==> config.mk <==
export PLATFORM = sky130hd
export DESIGN_NAME = pc_sequencer
export DESIGN_NICKNAME = d
export VERILOG_FILES = /design/src/rtl/pc_pkg.sv /design/src/rtl/pc_ras.sv /design/src/rtl/pc_sequencer.sv
export SDC_FILE = /design/constraint.sdc
export NUM_CORES = 1
export LEC_CHECK = 0
export CORE_MARGIN = 10
export CORE_UTILIZATION = 36
export DETAILED_ROUTE_END_ITERATION = 10
export GPL_ROUTABILITY_DRIVEN = 1
export PLACE_DENSITY_LB_ADDON = 0.08
export SLEW_MARGIN = 10
export SYNTH_ARGS = -nofsm -noshare
export SYNTH_HDL_FRONTEND = slang
export SYNTH_SLANG_ARGS = --single-unit
==> constraint.sdc <==
create_clock -name i_clk -period 3.86 [get_ports i_clk]
set_input_delay 0.772 -clock i_clk [delete_from_list [all_inputs] [get_ports i_clk]]
set_output_delay 0.772 -clock i_clk [all_outputs]
set_load 0.01 [all_outputs]
==> src/rtl/pc_pkg.sv <==
// Shared definitions for the fetch PC sequencer: vector defaults,
// redirect-cause encoding and the jump-target alignment helper.
package pc_pkg;

  localparam logic [31:0] PC_RESET_VEC = 32'h0000_0000;
  localparam logic [31:0] PC_TRAP_VEC  = 32'h0000_0100;

  typedef enum logic [2:0] {
    RD_SEQ,
    RD_JUMP,
    RD_TRAP,
    RD_MRET,
    RD_MISALIGN
  } redir_e;

  function automatic logic is_misaligned(
    input logic [1:0] lo
  );
    return lo != 2'b00;
  endfunction

endpackage

==> src/rtl/pc_ras.sv <==
// Circular return-address stack; a push when full overwrites the
// oldest entry, a pop when empty does nothing.
module pc_ras
  import pc_pkg::*;
#(
  parameter int unsigned XLEN  = 32,
  parameter int unsigned DEPTH = 4
) (
  input  logic            i_clk,
  input  logic            i_rst,
  input  logic            i_push,
  input  logic            i_pop,
  input  logic [XLEN-1:0] i_data,
  output logic [XLEN-1:0] o_top,
  output logic            o_valid
);

  localparam int unsigned PW = $clog2(DEPTH);
  localparam int unsigned CW = $clog2(DEPTH + 1);

  logic [XLEN-1:0] mem_q [DEPTH];
  logic [PW-1:0]   ptr_q, ptr_d;
  logic [CW-1:0]   cnt_q, cnt_d;
  logic            wr_en;
  logic [PW-1:0]   wr_idx;
  logic            do_pop;
  logic [PW-1:0]   top_idx;

  assign top_idx = ptr_q - PW'(1);
  assign do_pop  = i_pop && (cnt_q != '0);

  always_comb begin
    ptr_d  = ptr_q;
    cnt_d  = cnt_q;
    wr_en  = 1'b0;
    wr_idx = ptr_q;
    // pop-then-push collapses to replacing the top in place
    if (do_pop && i_push) begin
      wr_en  = 1'b1;
      wr_idx = top_idx;
    end else if (do_pop) begin
      ptr_d = top_idx;
      cnt_d = cnt_q - CW'(1);
    end else if (i_push) begin
      wr_en = 1'b1;
      ptr_d = ptr_q + PW'(1);
      if (cnt_q != CW'(DEPTH)) begin
        cnt_d = cnt_q + CW'(1);
      end
    end
  end

  always_ff @(posedge i_clk) begin
    if (i_rst) begin
      ptr_q <= '0;
      cnt_q <= '0;
    end else begin
      ptr_q <= ptr_d;
      cnt_q <= cnt_d;
    end
  end

  always_ff @(posedge i_clk) begin
    if (wr_en) begin
      mem_q[wr_idx] <= i_data;
    end
  end

  assign o_valid = cnt_q != '0;
  assign o_top   = o_valid ? mem_q[top_idx] : '0;

endmodule

==> src/rtl/pc_sequencer.sv <==
// Fetch PC generator with trap/mret/jump redirect and EPC capture.
// Optional return-address stack enabled by defining PC_RAS_EN.
module pc_sequencer
  import pc_pkg::*;
#(
  parameter int unsigned     XLEN      = 32,
  parameter logic [XLEN-1:0] RESET_VEC = XLEN'(PC_RESET_VEC),
  parameter logic [XLEN-1:0] TRAP_VEC  = XLEN'(PC_TRAP_VEC),
  parameter int unsigned     RAS_DEPTH = 4
) (
  input  logic            i_clk,
  input  logic            i_rst,
  input  logic            i_load_PC,
  input  logic            i_jump_DV,
  input  logic [XLEN-1:0] i_jump_address,
  input  logic            i_trap,
  input  logic            i_mret,
  input  logic            i_epc_wr,
  input  logic [XLEN-1:0] i_epc_wdata,
  input  logic            i_call,
  input  logic            i_ret,
  output logic [XLEN-1:0] o_PC,
  output logic [XLEN-1:0] o_PC_prev,
  output logic [XLEN-1:0] o_epc,
  output logic [XLEN-1:0] o_badaddr,
  output logic            o_misaligned,
  output logic [XLEN-1:0] o_ras_top,
  output logic            o_ras_valid
);

  redir_e          cause;
  logic [XLEN-1:0] pc_q, pc_d;
  logic [XLEN-1:0] prev_q, prev_d;
  logic [XLEN-1:0] epc_q, epc_d;
  logic [XLEN-1:0] bad_q, bad_d;
  logic            mis_q, mis_d;
  logic [XLEN-1:0] pc_inc;

  assign pc_inc = pc_q + XLEN'(4);

  always_comb begin
    if (i_trap)
      cause = RD_TRAP;
    else if (i_mret)
      cause = RD_MRET;
    else if (i_jump_DV && is_misaligned(i_jump_address[1:0]))
      cause = RD_MISALIGN;
    else if (i_jump_DV)
      cause = RD_JUMP;
    else
      cause = RD_SEQ;
  end

  always_comb begin
    pc_d   = pc_q;
    prev_d = prev_q;
    epc_d  = epc_q;
    bad_d  = bad_q;
    mis_d  = 1'b0;
    if (i_load_PC) begin
      prev_d = pc_q;
      unique case (cause)
        RD_TRAP:     pc_d = TRAP_VEC;
        RD_MRET:     pc_d = epc_q;
        RD_MISALIGN: begin
          pc_d  = TRAP_VEC;
          bad_d = i_jump_address;
          mis_d = 1'b1;
        end
        RD_JUMP:     pc_d = i_jump_address;
        default:     pc_d = pc_inc;
      endcase
    end
    // hardware capture outranks a CSR write in the same cycle
    if (i_load_PC && (cause == RD_TRAP || cause == RD_MISALIGN))
      epc_d = pc_q;
    else if (i_epc_wr)
      epc_d = {i_epc_wdata[XLEN-1:2], 2'b00};
  end

  always_ff @(posedge i_clk) begin
    if (i_rst) begin
      pc_q   <= RESET_VEC;
      prev_q <= RESET_VEC;
      epc_q  <= '0;
      bad_q  <= '0;
      mis_q  <= 1'b0;
    end else begin
      pc_q   <= pc_d;
      prev_q <= prev_d;
      epc_q  <= epc_d;
      bad_q  <= bad_d;
      mis_q  <= mis_d;
    end
  end

  assign o_PC         = pc_q;
  assign o_PC_prev    = prev_q;
  assign o_epc        = epc_q;
  assign o_badaddr    = bad_q;
  assign o_misaligned = mis_q;

  logic [1:0] unused_epc_lo;
  assign unused_epc_lo = i_epc_wdata[1:0];

`ifdef PC_RAS_EN
  logic ras_push, ras_pop;
  assign ras_push = i_load_PC && cause == RD_JUMP && i_call;
  assign ras_pop  = i_load_PC && cause == RD_JUMP && i_ret;

  pc_ras #(
    .XLEN  (XLEN),
    .DEPTH (RAS_DEPTH)
  ) u_ras (
    .i_clk   (i_clk),
    .i_rst   (i_rst),
    .i_push  (ras_push),
    .i_pop   (ras_pop),
    .i_data  (pc_inc),
    .o_top   (o_ras_top),
    .o_valid (o_ras_valid)
  );
`else
  logic [RAS_DEPTH-1:0] unused_ras;
  assign unused_ras  = {RAS_DEPTH{i_call ^ i_ret}};
  assign o_ras_top   = '0;
  assign o_ras_valid = 1'b0;
`endif

endmodule
==> results_dict.tcl <==
set metrics [dict create \
    synth_cell_types 56 \
    async_flop_share_pct 0 \
    syn_area_per_cell_um2 8.488 \
    syn_inst 730 \
    dieArea_mm2 0.02286 \
    synth_flop_cell "dfxtp_1" \
    antenna_found_initial 0 \
    setup_viol 0 \
    die_w_um 151.2 \
    cp-end-kind "flop" \
    hold_start "o_badaddr[14]" \
    path_clk_slew_ns 0.06 \
    fin_crit_ns 2.518 \
    setup_tns_ns 0 \
    cts_buffers 17 \
    crit_slowest_cell "nor3_2" \
    final.setup_skew_ns 0.005413 \
    io_pins 235 \
    cts_root_buffer "clkbuf_16" \
    placed_cells 1095 \
    ant_nets 0 \
    min_path_type "reg2reg" \
    synth_edf_count 0 \
    yosysSeqAreaShare_pct 41.68 \
    wl_per_cell_um 19.94 \
    coreArea_mm2 0.01670 \
    crit_chain "clkdlybuf4s50_1 -> nor3_2 -> buf_4 -> o21ai_1 -> a221oi_1" \
    synth_common_cells "dfxtp_1, nor2_1, nand2_1" \
    fmax_mhz 397.1 \
    crit_type "in2reg" \
    synth-seq-cells 129 \
    cts_sinks 129 \
    overflow 0 \
    die_h_um 151.2 \
    cts_resized 0 \
    final_net_count 968 \
    layout-drive-gt1-share_pct 7.277 \
    hold_buffers 0 \
    synth-warning-count 0 \
    grtUsageTotal_pct 19.34 \
    insertion_delay_ns 0.43 \
    required_ns 4.19 \
    max-slew-margin-rel_pct 27.73 \
    cts_max_level 4 \
    cts_tree "done" \
    synth_top_area_cell "dfxtp_1" \
    vias 5943 \
    finalCritPeriodShare_pct 65.23 \
    max_stage_delay_ns 0.87 \
    detailed_place_hpwl_mm 15.93 \
    stdcell_count 1128 \
    initial_core_util_pct 37.10 \
    viasPerCell 5.269 \
    holdWs_ns 0.4542 \
    io_buffer_count 197 \
    ys_top_cells_by_area "dfxtp_1, mux2i_1, nor2_1" \
    startpoint "i_trap" \
    r2r-start "o_PC[2]" \
    synthesis.area_mm2 0.006196 \
    hold_viol 0 \
    yosysMostFrequentCell "dfxtp_1" \
    grt_max_degree 62 \
    first_iter_violations 499 \
    cts_buffer_depth 2 \
    firstDrtPassIters 5 \
    drc 0 \
    grt_pass1_wl_mm 34.54 \
    maxCapViolations 0 \
    design_area_mm2 0.008783 \
    crit_family "buffers and inverters" \
    rsz0062_at_grt "false" \
    critical_path_buf_inv_count 2 \
    num-fill-cells 1555 \
    tightest_slew_ns 1.084 \
    wl_mm 22.49 \
    power.density_mw_per_mm2 421.9 \
    synth_top_area_share_pct 41.68 \
    area_growth_pct 41.76 \
    num_rows 47 \
    status "completed" \
    cp.arrival_ns 2.85 \
    gp_congestion 0.8423 \
    grt_pass1_vias 6032 \
    placed_area_mm2 0.008142 \
    ir_drop_uv 303.5 \
    p_leak_nw 3.333 \
    regArea_mm2 0.002582 \
    cp_max_fo 13 \
    startpoint_type "input port" \
    cts_setup_buffers 0 \
    multi_input_area_mm2 0.003157 \
    maxSlewViolCount 0 \
]
-- cell type report --
class | count | share of cell area [%]
well taps | 220 | 3.134
inverters | 12 | 0.5128
flip-flops and latches | 129 | 29.40
clock buffers | 22 | 5.513
clock inverters | 10 | 1.766
repair buffers | 213 | 23.70
diodes | 1 | 0.02849
multi-input cells | 521 | 35.94
-- worst paths after layout --
path | to | slack, ns | cells after the start
min reg2reg | o_badaddr[14] | 0.45 | 2
max reg2reg | o_PC[20] | 1.59 | 6
max | o_PC[26] | 1.34 | 5
min | o_badaddr[14] | 0.45 | 2
-- stage by stage --
| step | utilization [%] | total power [mW] | worst slack [ns] |
|---|---|---|---|
| 2_1_floorplan | - | 1.739 | 1.772 |
| 3_3_place_gp | 48.75 | 1.974 | 0.9155 |
| 3_5_place_dp | 48.75 | 1.982 | 0.8641 |
| 4_1_cts | 52.58 | 3.738 | 1.313 |
| 5_1_grt | 52.58 | 3.853 | 1.218 |
| 6_report | 52.59 | 3.705 | 1.342 |
-- kinds of logic (layout without fill, tap and decap cells) --
| family | after synthesis | count (layout) | share of synthesized area, % |
|---|---|---|---|
| compound gates | 159 | 159 | 17.81 |
| xor+xnor | 2 | 2 | 0.2828 |
| fa+ha+maj | 1 | 1 | 0.2019 |
| buf+inv | 112 | 257 | 9.552 |
| flops | 129 | 129 | 41.68 |
| mux | 66 | 66 | 10.66 |
| other cells | 1 | 34 | 0.06052 |
| simple gates | 260 | 260 | 19.75 |
-- tightest hold or removal path: cells and delay by family, from the launching register on --
kind            cells  cell delay, ns
compound gates      1            0.05
flops               1            0.30
simple gates        1            0.05
-- registers in the layout, indices dropped and copies added, names as in the netlist --
register,count
o_PC,32
o_PC_prev,32
o_badaddr,32
o_epc,32
o_misaligned,1
-- cells in the final DEF (no fill, tap or decap), drive strengths merged, types with 6 or more instances in the layout --
master / n
conb: 33
mux2i: 66
clkdlybuf4s50: 194
nor3: 16
nand2: 91
a221oi: 16
o21ai: 17
a21oi: 50
nor2: 94
inv: 12
and3: 6
clkbuf: 22
nand4: 13
nor4: 12
a211oi: 37
dfxtp: 129
a221o: 13
nand3: 12
buf: 19
-- layer usage --
metal  up-vias  part of all wire [%]  global-route usage, %
met5         -                     0                      0
met4         0                   1.4                  6.015
met3        27                   9.1                  6.742
met2       224                    49                  32.30
met1      2820                    40                  22.76
li1       2872                     -                      -
-- where the power goes --
group	switching [mW]	leakage (nW)	internal, mW
combinational	0.243	1.97	0.245
clock	0.607	0.312	1.14
sequential	0.0742	1.05	1.39
Note: power is estimated with default switching activity, not from simulation.
